## config.mk

```make
export PLATFORM = sky130hd
export DESIGN_NAME = mc_batch_ctrl_flat
export DESIGN_NICKNAME = d
export VERILOG_FILES = /design/src/rtl/mc_batch_ctrl_if.sv /design/src/rtl/mc_batch_ctrl.sv /design/src/flat_wrapper.sv
export SDC_FILE = /design/constraint.sdc
export NUM_CORES = 1
export LEC_CHECK = 0
export BUFFER_PORTS_ARGS = -buffer_cell sky130_fd_sc_hd__buf_2
export CELL_PAD_IN_SITES_DETAIL_PLACEMENT = 1
export CELL_PAD_IN_SITES_GLOBAL_PLACEMENT = 1
export CORE_ASPECT_RATIO = 1.4
export CORE_UTILIZATION = 29
export DETAILED_ROUTE_END_ITERATION = 8
export GPL_TIMING_DRIVEN = 0
export PLACE_DENSITY_LB_ADDON = 0.1
export SLEW_MARGIN = 20
export SYNTH_ARGS = -nofsm -noshare
export SYNTH_HDL_FRONTEND = slang
export SYNTH_SLANG_ARGS = --single-unit
```

## constraint.sdc

```tcl
create_clock -name clk -period 5.1 [get_ports clk]
set_input_delay 0 -clock clk [delete_from_list [all_inputs] [get_ports clk]]
set_output_delay 0 -clock clk [all_outputs]
set_load 0.05 [all_outputs]
```

## src/rtl/mc_batch_ctrl_if.sv

```systemverilog
`default_nettype none
// ============================================================================
// Module      : mc_batch_ctrl_if
// Description : Start/seed/done/result handshake between the batch controller
//               and the single-run simulation manager.
// Revision    : 1.0 - initial release
// ============================================================================
interface mc_batch_ctrl_if;
    logic        sim_start;
    logic [22:0] sim_seed;
    logic        sim_done;
    logic        sim_y;

    modport master (
        output sim_start,
        output sim_seed,
        input  sim_done,
        input  sim_y
    );

    modport slave (
        input  sim_start,
        input  sim_seed,
        output sim_done,
        output sim_y
    );
endinterface
`default_nettype wire

```

## src/rtl/mc_batch_ctrl.sv

```systemverilog
`default_nettype none
// ============================================================================
// Module      : mc_batch_ctrl
// Description : Runs a batch of seeded simulations, counts depleted-queue
//               outcomes and divides hits by runs into an 8-bit probability.
// Revision    : 1.0 - initial release
// ============================================================================
module mc_batch_ctrl #(
    parameter int N_W  = 16,
    parameter int TO_W = 16
) (
    input  wire logic             clk,
    input  wire logic             rst,
    input  wire logic             go,
    input  wire logic [N_W-1:0]   n_runs,
    input  wire logic [22:0]      base_seed,
    mc_batch_ctrl_if.master       sim,
    output logic [N_W-1:0]        hits,
    output logic [N_W-1:0]        runs_done,
    output logic [7:0]            prob,
    output logic                  busy,
    output logic                  done,
    output logic                  timeout
);

    localparam logic [2:0] c_S_IDLE   = 3'd0;
    localparam logic [2:0] c_S_LAUNCH = 3'd1;
    localparam logic [2:0] c_S_GUARD  = 3'd2;
    localparam logic [2:0] c_S_WAIT   = 3'd3;
    localparam logic [2:0] c_S_DIV    = 3'd4;
    localparam logic [2:0] c_S_DONE   = 3'd5;

    logic [2:0]     r_state;
    logic [N_W-1:0] r_n;
    logic [22:0]    r_base;
    logic [22:0]    r_seed;
    logic [N_W-1:0] r_hits;
    logic [N_W-1:0] r_runs;
    logic [7:0]     r_prob;
    logic           r_timeout;
    logic [TO_W-1:0] r_wdog;
    logic [N_W:0]   r_rem;
    logic [6:0]     r_quo;
    logic [2:0]     r_div_cnt;

    logic [N_W-1:0]  w_runs_inc;
    logic [N_W-1:0]  w_hits_inc;
    logic [TO_W-1:0] w_wdog_inc;
    logic [22:0]     w_seed_first;
    logic [22:0]     w_seed_sum;
    logic [22:0]     w_seed_next;
    logic [N_W:0]    w_rem_sh;
    logic [N_W:0]    w_n_ext;
    logic            w_qbit;
    logic [N_W:0]    w_rem_next;

    assign w_runs_inc   = r_runs + 1'b1;
    assign w_hits_inc   = r_hits + N_W'(sim.sim_y);
    assign w_wdog_inc   = r_wdog + 1'b1;

    // An all-zero LFSR seed would lock the generator, so 0 maps to 1.
    assign w_seed_first = (base_seed == 23'd0) ? 23'd1 : base_seed;
    assign w_seed_sum   = r_base + 23'(w_runs_inc);
    assign w_seed_next  = (w_seed_sum == 23'd0) ? 23'd1 : w_seed_sum;

    assign w_rem_sh     = r_rem << 1;
    assign w_n_ext      = {1'b0, r_n};
    assign w_qbit       = (w_rem_sh >= w_n_ext);
    assign w_rem_next   = w_qbit ? (w_rem_sh - w_n_ext) : w_rem_sh;

    always_ff @(posedge clk) begin
        if (rst) begin
            r_state   <= c_S_IDLE;
            r_n       <= '0;
            r_base    <= '0;
            r_seed    <= '0;
            r_hits    <= '0;
            r_runs    <= '0;
            r_prob    <= '0;
            r_timeout <= 1'b0;
            r_wdog    <= '0;
            r_rem     <= '0;
            r_quo     <= '0;
            r_div_cnt <= '0;
        end else begin
            case (r_state)
                c_S_IDLE: begin
                    if (go) begin
                        r_n       <= n_runs;
                        r_base    <= base_seed;
                        r_hits    <= '0;
                        r_runs    <= '0;
                        r_prob    <= '0;
                        r_timeout <= 1'b0;
                        if (n_runs == '0) begin
                            r_state <= c_S_DONE;
                        end else begin
                            r_seed  <= w_seed_first;
                            r_state <= c_S_LAUNCH;
                        end
                    end
                end
                c_S_LAUNCH: begin
                    r_wdog  <= '0;
                    r_state <= c_S_GUARD;
                end
                // sim_done may still hold the previous run's result here.
                c_S_GUARD: begin
                    r_state <= c_S_WAIT;
                end
                c_S_WAIT: begin
                    if (sim.sim_done) begin
                        r_hits <= w_hits_inc;
                        r_runs <= w_runs_inc;
                        if (w_runs_inc == r_n) begin
                            r_rem     <= {1'b0, w_hits_inc};
                            r_quo     <= '0;
                            r_div_cnt <= '0;
                            r_state   <= c_S_DIV;
                        end else begin
                            r_seed  <= w_seed_next;
                            r_state <= c_S_LAUNCH;
                        end
                    end else if (w_wdog_inc == {TO_W{1'b1}}) begin
                        r_timeout <= 1'b1;
                        r_state   <= c_S_DONE;
                    end else begin
                        r_wdog <= w_wdog_inc;
                    end
                end
                c_S_DIV: begin
                    r_rem     <= w_rem_next;
                    r_quo     <= {r_quo[5:0], w_qbit};
                    r_div_cnt <= r_div_cnt + 1'b1;
                    if (r_div_cnt == 3'd7) begin
                        // hits == n_runs would need a ninth bit; saturate instead.
                        r_prob  <= (r_hits == r_n) ? 8'hFF : {r_quo, w_qbit};
                        r_state <= c_S_DONE;
                    end
                end
                c_S_DONE: begin
                    r_state <= c_S_IDLE;
                end
                default: begin
                    r_state <= c_S_IDLE;
                end
            endcase
        end
    end

    assign sim.sim_start = (r_state == c_S_LAUNCH);
    assign sim.sim_seed  = r_seed;
    assign hits          = r_hits;
    assign runs_done     = r_runs;
    assign prob          = r_prob;
    assign busy          = (r_state != c_S_IDLE);
    assign done          = (r_state == c_S_DONE);
    assign timeout       = r_timeout;

endmodule
`default_nettype wire

```

## src/flat_wrapper.sv

```systemverilog
// flat-port wrapper written by rule: the top's interface ports become plain ports
module mc_batch_ctrl_flat 
#(
    parameter int N_W  = 16,
    parameter int TO_W = 16
)
  (clk, rst, go, n_runs, base_seed, hits, runs_done, prob, busy, done, timeout, sim_sim_start, sim_sim_seed, sim_sim_done, sim_sim_y);
  mc_batch_ctrl_if sim_i ();
  input  wire logic clk;
  input  wire logic rst;
  input  wire logic go;
  input  wire logic [N_W-1:0] n_runs;
  input  wire logic [22:0] base_seed;
  output logic [N_W-1:0] hits;
  output logic [N_W-1:0] runs_done;
  output logic [7:0] prob;
  output logic busy;
  output logic done;
  output logic timeout;
  output wire logic [$bits(sim_i.sim_start)-1:0] sim_sim_start;
  output wire logic [$bits(sim_i.sim_seed)-1:0] sim_sim_seed;
  input wire logic [$bits(sim_i.sim_done)-1:0] sim_sim_done;
  input wire logic [$bits(sim_i.sim_y)-1:0] sim_sim_y;
  assign sim_sim_start = sim_i.sim_start;
  assign sim_sim_seed = sim_i.sim_seed;
  assign sim_i.sim_done = sim_sim_done;
  assign sim_i.sim_y = sim_sim_y;
  mc_batch_ctrl #(.N_W(N_W), .TO_W(TO_W)) u_core (.clk(clk), .rst(rst), .go(go), .n_runs(n_runs), .base_seed(base_seed), .sim(sim_i), .hits(hits), .runs_done(runs_done), .prob(prob), .busy(busy), .done(done), .timeout(timeout));
endmodule
```

## Yosys cells after proc, flatten, opt, wreduce, memory -nomap -nowiden

Index checks and enable logic that the tools add are counted.

- Bits in registers: 148
- Bits of input ports: 44
- Output and inout bits: 67
- Word-level logic and storage cells: 95

- Add/subtract/negate cells: 6
- Order comparisons: 1
- Equality and inequality tests: 19
- Mux-type cells: 40
- Reduce and logical (&&, ||, !) cells: 17

Operator list:

| cell | number |
|---|---|
| $mux 23 | 6 |
| $mux 16 | 8 |
| $pmux 16 s2 | 4 |
| $logic_not 23->1 | 2 |
| $pmux 23 s2 | 1 |
| $add 16x1->16 const B | 2 |
| $eq 16x16->1 | 2 |
| $mux 3 | 8 |
| $mux 8 | 3 |
| $add 23x16->23 | 1 |
| $ge 17x16->1 | 1 |
| $add 16x1->16 | 1 |
| $eq 16x16->1 const B | 1 |
| $logic_not 16->1 | 1 |
| $pmux 8 s2 | 1 |
| $sub 16x16->16 | 1 |
| $pmux 3 s5 | 1 |
| $reduce_and 3->1 | 5 |
| $mux 7 | 2 |
| $pmux 7 s2 | 1 |
| $ne 2x2->1 const B | 6 |
| $eq 3x3->1 const B | 3 |
| $reduce_bool 2->1 | 4 |
| $eq 3x2->1 const B | 2 |
| 12 further kinds | 16 |

## Longest topological paths before layout

- Depth in word-level cells: 7
- Mapped depth: 18
- Gate-level depth less buffers: 15

## Worst setup path after synthesis

OpenSTA, ideal clock, no wires.

- Kind: reg2reg
- Start point: register u_core.r_runs[0], in the netlist u_core.runs_done[0]
- End point: register u_core.r_seed[19], in the netlist u_core.sim.sim_seed[19]
- Setup time: 0.070 ns
- Arrival time: 4.024 ns
- Required time: 5.030 ns
- Setup slack: 1.005 ns
- Cell stages (with the launch flop): 19
- Path buffers: 3
- Clock period less this slack: 4.095 ns
- Cells stage by stage: dfxtp_1 ha_1 and4_1 buf_4 and2_4 buf_6 and3_4 xor2_1 ha_1 clkbuf_1 nand3_1 and3b_1 o2bb2ai_1 a211oi_1 a311o_1 nand4_1 xor2_1 a211o_1 a21oi_1

- Word-level cells in the longest chain between the ends: 7
- Elaborated cells between the ends (all ways): 10
- Classes of those cells: add/sub: 2; eq/ne: 2; mux: 4; reduce/logical: 2

RTL lines:

| what | line | RTL |
|---|---|---|
| start: declaration | mc_batch_ctrl.sv:38 | `logic [N_W-1:0] r_runs;` |
| start signal: assignment | mc_batch_ctrl.sv:114 | `r_runs <= w_runs_inc;` |
| $add 16x1->16 * | mc_batch_ctrl.sv:57 | `assign w_runs_inc = r_runs + 1'b1;` |
| $add 23x16->23 | mc_batch_ctrl.sv:63 | `assign w_seed_sum = r_base + 23'(w_runs_inc);` |
| $logic_not 23->1 | mc_batch_ctrl.sv:64 | `assign w_seed_next = (w_seed_sum == 23'd0) ? 23'd1 : w_seed_sum;` |
| $mux 23 | mc_batch_ctrl.sv:64 |  |
| $mux 23 | mc_batch_ctrl.sv:115 | `if (w_runs_inc == r_n) begin` |
| $mux 23 | mc_batch_ctrl.sv:112 | `if (sim.sim_done) begin` |
| $pmux 23 s2 | mc_batch_ctrl.sv:86 | `case (r_state)` |
| end signal: assignment | mc_batch_ctrl.sv:98 | `r_seed <= w_seed_first;` |
| end signal: assignment | mc_batch_ctrl.sv:121 | `r_seed <= w_seed_next;` |
| end: declaration | mc_batch_ctrl.sv:36 | `logic [22:0] r_seed;` |

Every way passes the cells marked *; elsewhere a longest branch is shown, timed or not. The select of a mux whose other input is x is not followed.
A chain may end at the register's enable or synchronous reset.

## Worst setup path after layout

- Start point: register u_core.r_runs[0], in the netlist u_core.runs_done[0]
- End point: register u_core.r_seed[0], in the netlist u_core.sim.sim_seed[0]

The elaborated chain is that of the path after synthesis.

==> results.toml <==
[synth]
synth_fp_nets = 1350
synth_edf_count = 0
netlist_area_um2 = 9500
synthTopCellsByCount = "180 x nand2_1, 148 x dfxtp_1, 140 x nor2_1"
synth-async-reset-ratio = 0
ys_warn_count = 0
syn_avg_cell_area_um2 = 7.52
synth_top_area_share = 0.312
yosys_register_bits = 148
postSynthCellCount = 1263
yosysSeqAreaShare = 0.312
yosysTopAreaCell = "dfxtp_1"
synth.most_common_cell = "nand2_1"
synthDistinctLibCells = 70
synth_ff_type = "dfxtp_1"
synth.area.top_cells = "dfxtp_1 31%, nand2_1 7.1%, a21oi_1 6.7%"

[floorplan]
rows = 78
core_area_um2 = 32300
ios = 111
initial_utilization = 0.294
die_h_um = 216
die_area_um2 = 33500
dieWidth_um = 155

[route]
viasPerCell = 5.22
drtAntennaViolNets = 0
drt-total-wl_mm = 38.8
topRoutingLayerUsed = "met4"
vias = 9833
dr_wl_met2_mm = 20.3
drt-pass1-iter-count = 4
wl_per_cell_um = 20.6
drt-met1-wl_mm = 17.0
first_iter_violations = 387
drc_errors = 0
wl_met3_um = 922

[layout]
areaGrowthSynthToFinish_pct = 21.9
nNetsFinal = 1520
insertedDiodeCount = 0
n_fill_cell = 4026
drive_above_1_share = 0.120

[worst_setup_path]
critPathLaunchType = "register"
end_kind = "register"
cp_cell_sequence = "and4_1, nand4_1, xnor2_1, ha_1, a2111o_1, o22ai_1, o211ai_1, a21oi_1, xor2_1, nand4_1, nor4_1, a31o_1"
cpMaxStageDelayCell = "dfxtp_1"
cp_common_cell = "nand4_1"
critPathTopFamily = "compound AO/OA/AOI/OAI gates"
crit_arrival_ps = 4880
slowest_delay_ps = 500
crit_type = "register to register"
critPathBufInv = 0
cp_max_fo = 8
cp_data_required_time_ps = 5490

[timing]
rsz0062_at_grt = "false"
setup_viol = 0
fin_crit_ps = 4480
fmax_ghz = 0.223
period_share = 0.879
relSlewSlack = 0.207
slew_viol_final = 0
fin_skew_ps = 10.6
setup_ws_ps = 616
tns_ps = 0
hold_viol = 0
worst_pin_slew_ps = 1180

[worst_hold_path]
hold_path_class = "input port to register"

[placement]
gp_congestion = 0.855
io_buffers = 110
dpl.hpwl_mm = 30.4
pre_cts_ws_ps = 665

[grt]
first_global_vias = 10200
grt_start_max_net_pins = 17
overflow = 0
grt_use_total = 0.236
antenna_found_initial = 0
grt_pass1_wl_mm = 59.4

[clocking]
postCtsSetupRepairBufs = 0
clkTransAtPathRegs_ps = 70
cts_buffer_depth = 2
cts_buffers = 17
postCtsHoldBufs = 41
cts_resized = 0
cts_root_buf = "clkbuf_16"
htreeDepth = 4
clk_latency_ps = 450
cts_tree = "built"
clock_sinks = 148

[power_and_ir_drop]
finalPower_mw = 3.29
peakVddDrop_mv = 0.204
p_leak_nw = 4.61
powerDensity_nw_per_um2 = 284

[flow_run]
max-cap-violations = 0

[run_status]
outcome = "finished, final reports clean"
per-stage QoR:
step                      cells  hold WS, ps   util  instance area [um2]
final                      1884          104  0.359                11600
after global routing       1884          116  0.359                11600
after CTS                  1884         85.1  0.359                11600
after detailed placement   1813          266  0.328                10600
after global placement     1813          260  0.328                10600
after floorplan            1263          136      -                 9500
final timing paths:
path                                   startpoint                                    to  slack (ps)  cells past startpoint
max reg2reg      u_core.runs_done[0]$_SDFFE_PP0P_   u_core.sim.sim_seed[0]$_SDFFE_PP0P_         620                     12
min reg2reg  u_core.sim.sim_seed[22]$_SDFFE_PP0P_  u_core.sim.sim_seed[22]$_SDFFE_PP0P_         450                      2
min                                            go        u_core.r_state[0]$_SDFFE_PP0P_         100                      5
max              u_core.runs_done[0]$_SDFFE_PP0P_   u_core.sim.sim_seed[0]$_SDFFE_PP0P_         620                     12
cell type report:
class                   count  area [um2]  area share
repair buffers            151         961      0.0829
well taps                 440         551      0.0475
multi-input cells         993        6030       0.520
clock inverters            12         134      0.0116
plain buffers              87         379      0.0327
clock buffers              18         439      0.0379
inverters                  35         131      0.0113
flip-flops and latches    148        2960       0.256
registers in the layout, summed over array words and instances, names as in the netlist:
register             count
u_core.runs_done        16
u_core.r_rem            16
u_core.timeout           1
u_core.r_n              16
u_core.r_state           3
u_core.r_div_cnt         3
u_core.sim.sim_seed     23
u_core.hits             16
u_core.r_wdog           16
u_core.r_base           23
u_core.r_quo             7
u_core.prob              8
kinds of logic after synthesis:
logic type,count (synthesis),share of synthesized area
mux,14,0.0147
fa+ha+maj,44,0.0592
flops,148,0.312
xor+xnor,87,0.0816
buf+inv,122,0.0537
simple gates,511,0.250
compound gates,337,0.229
worst register-to-register path: stages, from the launching register on:
cell      delay [ps]
dfxtp_1          500
and4_1           380
nand4_1          270
xnor2_1          350
ha_1             350
a2111o_1         430
o22ai_1          390
o211ai_1         230
a21oi_1          410
xor2_1           320
nand4_1          160
nor4_1           440
a31o_1           210
report_power, final:
part / switching (mW) / total [mW] / internal (mW) / leakage [nW]
Sequential: 0.0427 / 1.25 / 1.20 / 1.20
Clock: 0.567 / 1.30 / 0.728 / 0.266
Combinational: 0.509 / 0.750 / 0.242 / 3.15
cells in the final DEF, fill, tap and decap left out, types with 6 or more instances in the layout:
master	instances
a21o_1	9
a211o_1	10
nand2_1	180
ha_1	41
xnor2_1	42
a21oi_1	128
clkbuf_1	73
a311oi_1	9
a22oi_1	19
o21a_1	13
and4_1	7
buf_2	116
inv_1	35
dfxtp_1	148
a211oi_1	14
o21ai_0	74
nor3_1	38
nand3_1	30
and3_1	15
nor4_1	21
nand4_1	21
nor2b_1	7
nor2_1	140
a31oi_1	6
nand3b_1	10
mux2i_1	14
and2_1	9
clkbuf_16	17
or3_1	9
dlygate4sd3_1	41
a32o_1	10
xor2_1	44
layer usage:
layer | track usage | vias to the layer above
met5 | 0 | -
met4 | 0.0647 | 0
met3 | 0.0274 | 32
met2 | 0.443 | 155
met1 | 0.278 | 4846
li1 | - | 4800
Note: power is estimated with default switching activity, not from simulation.
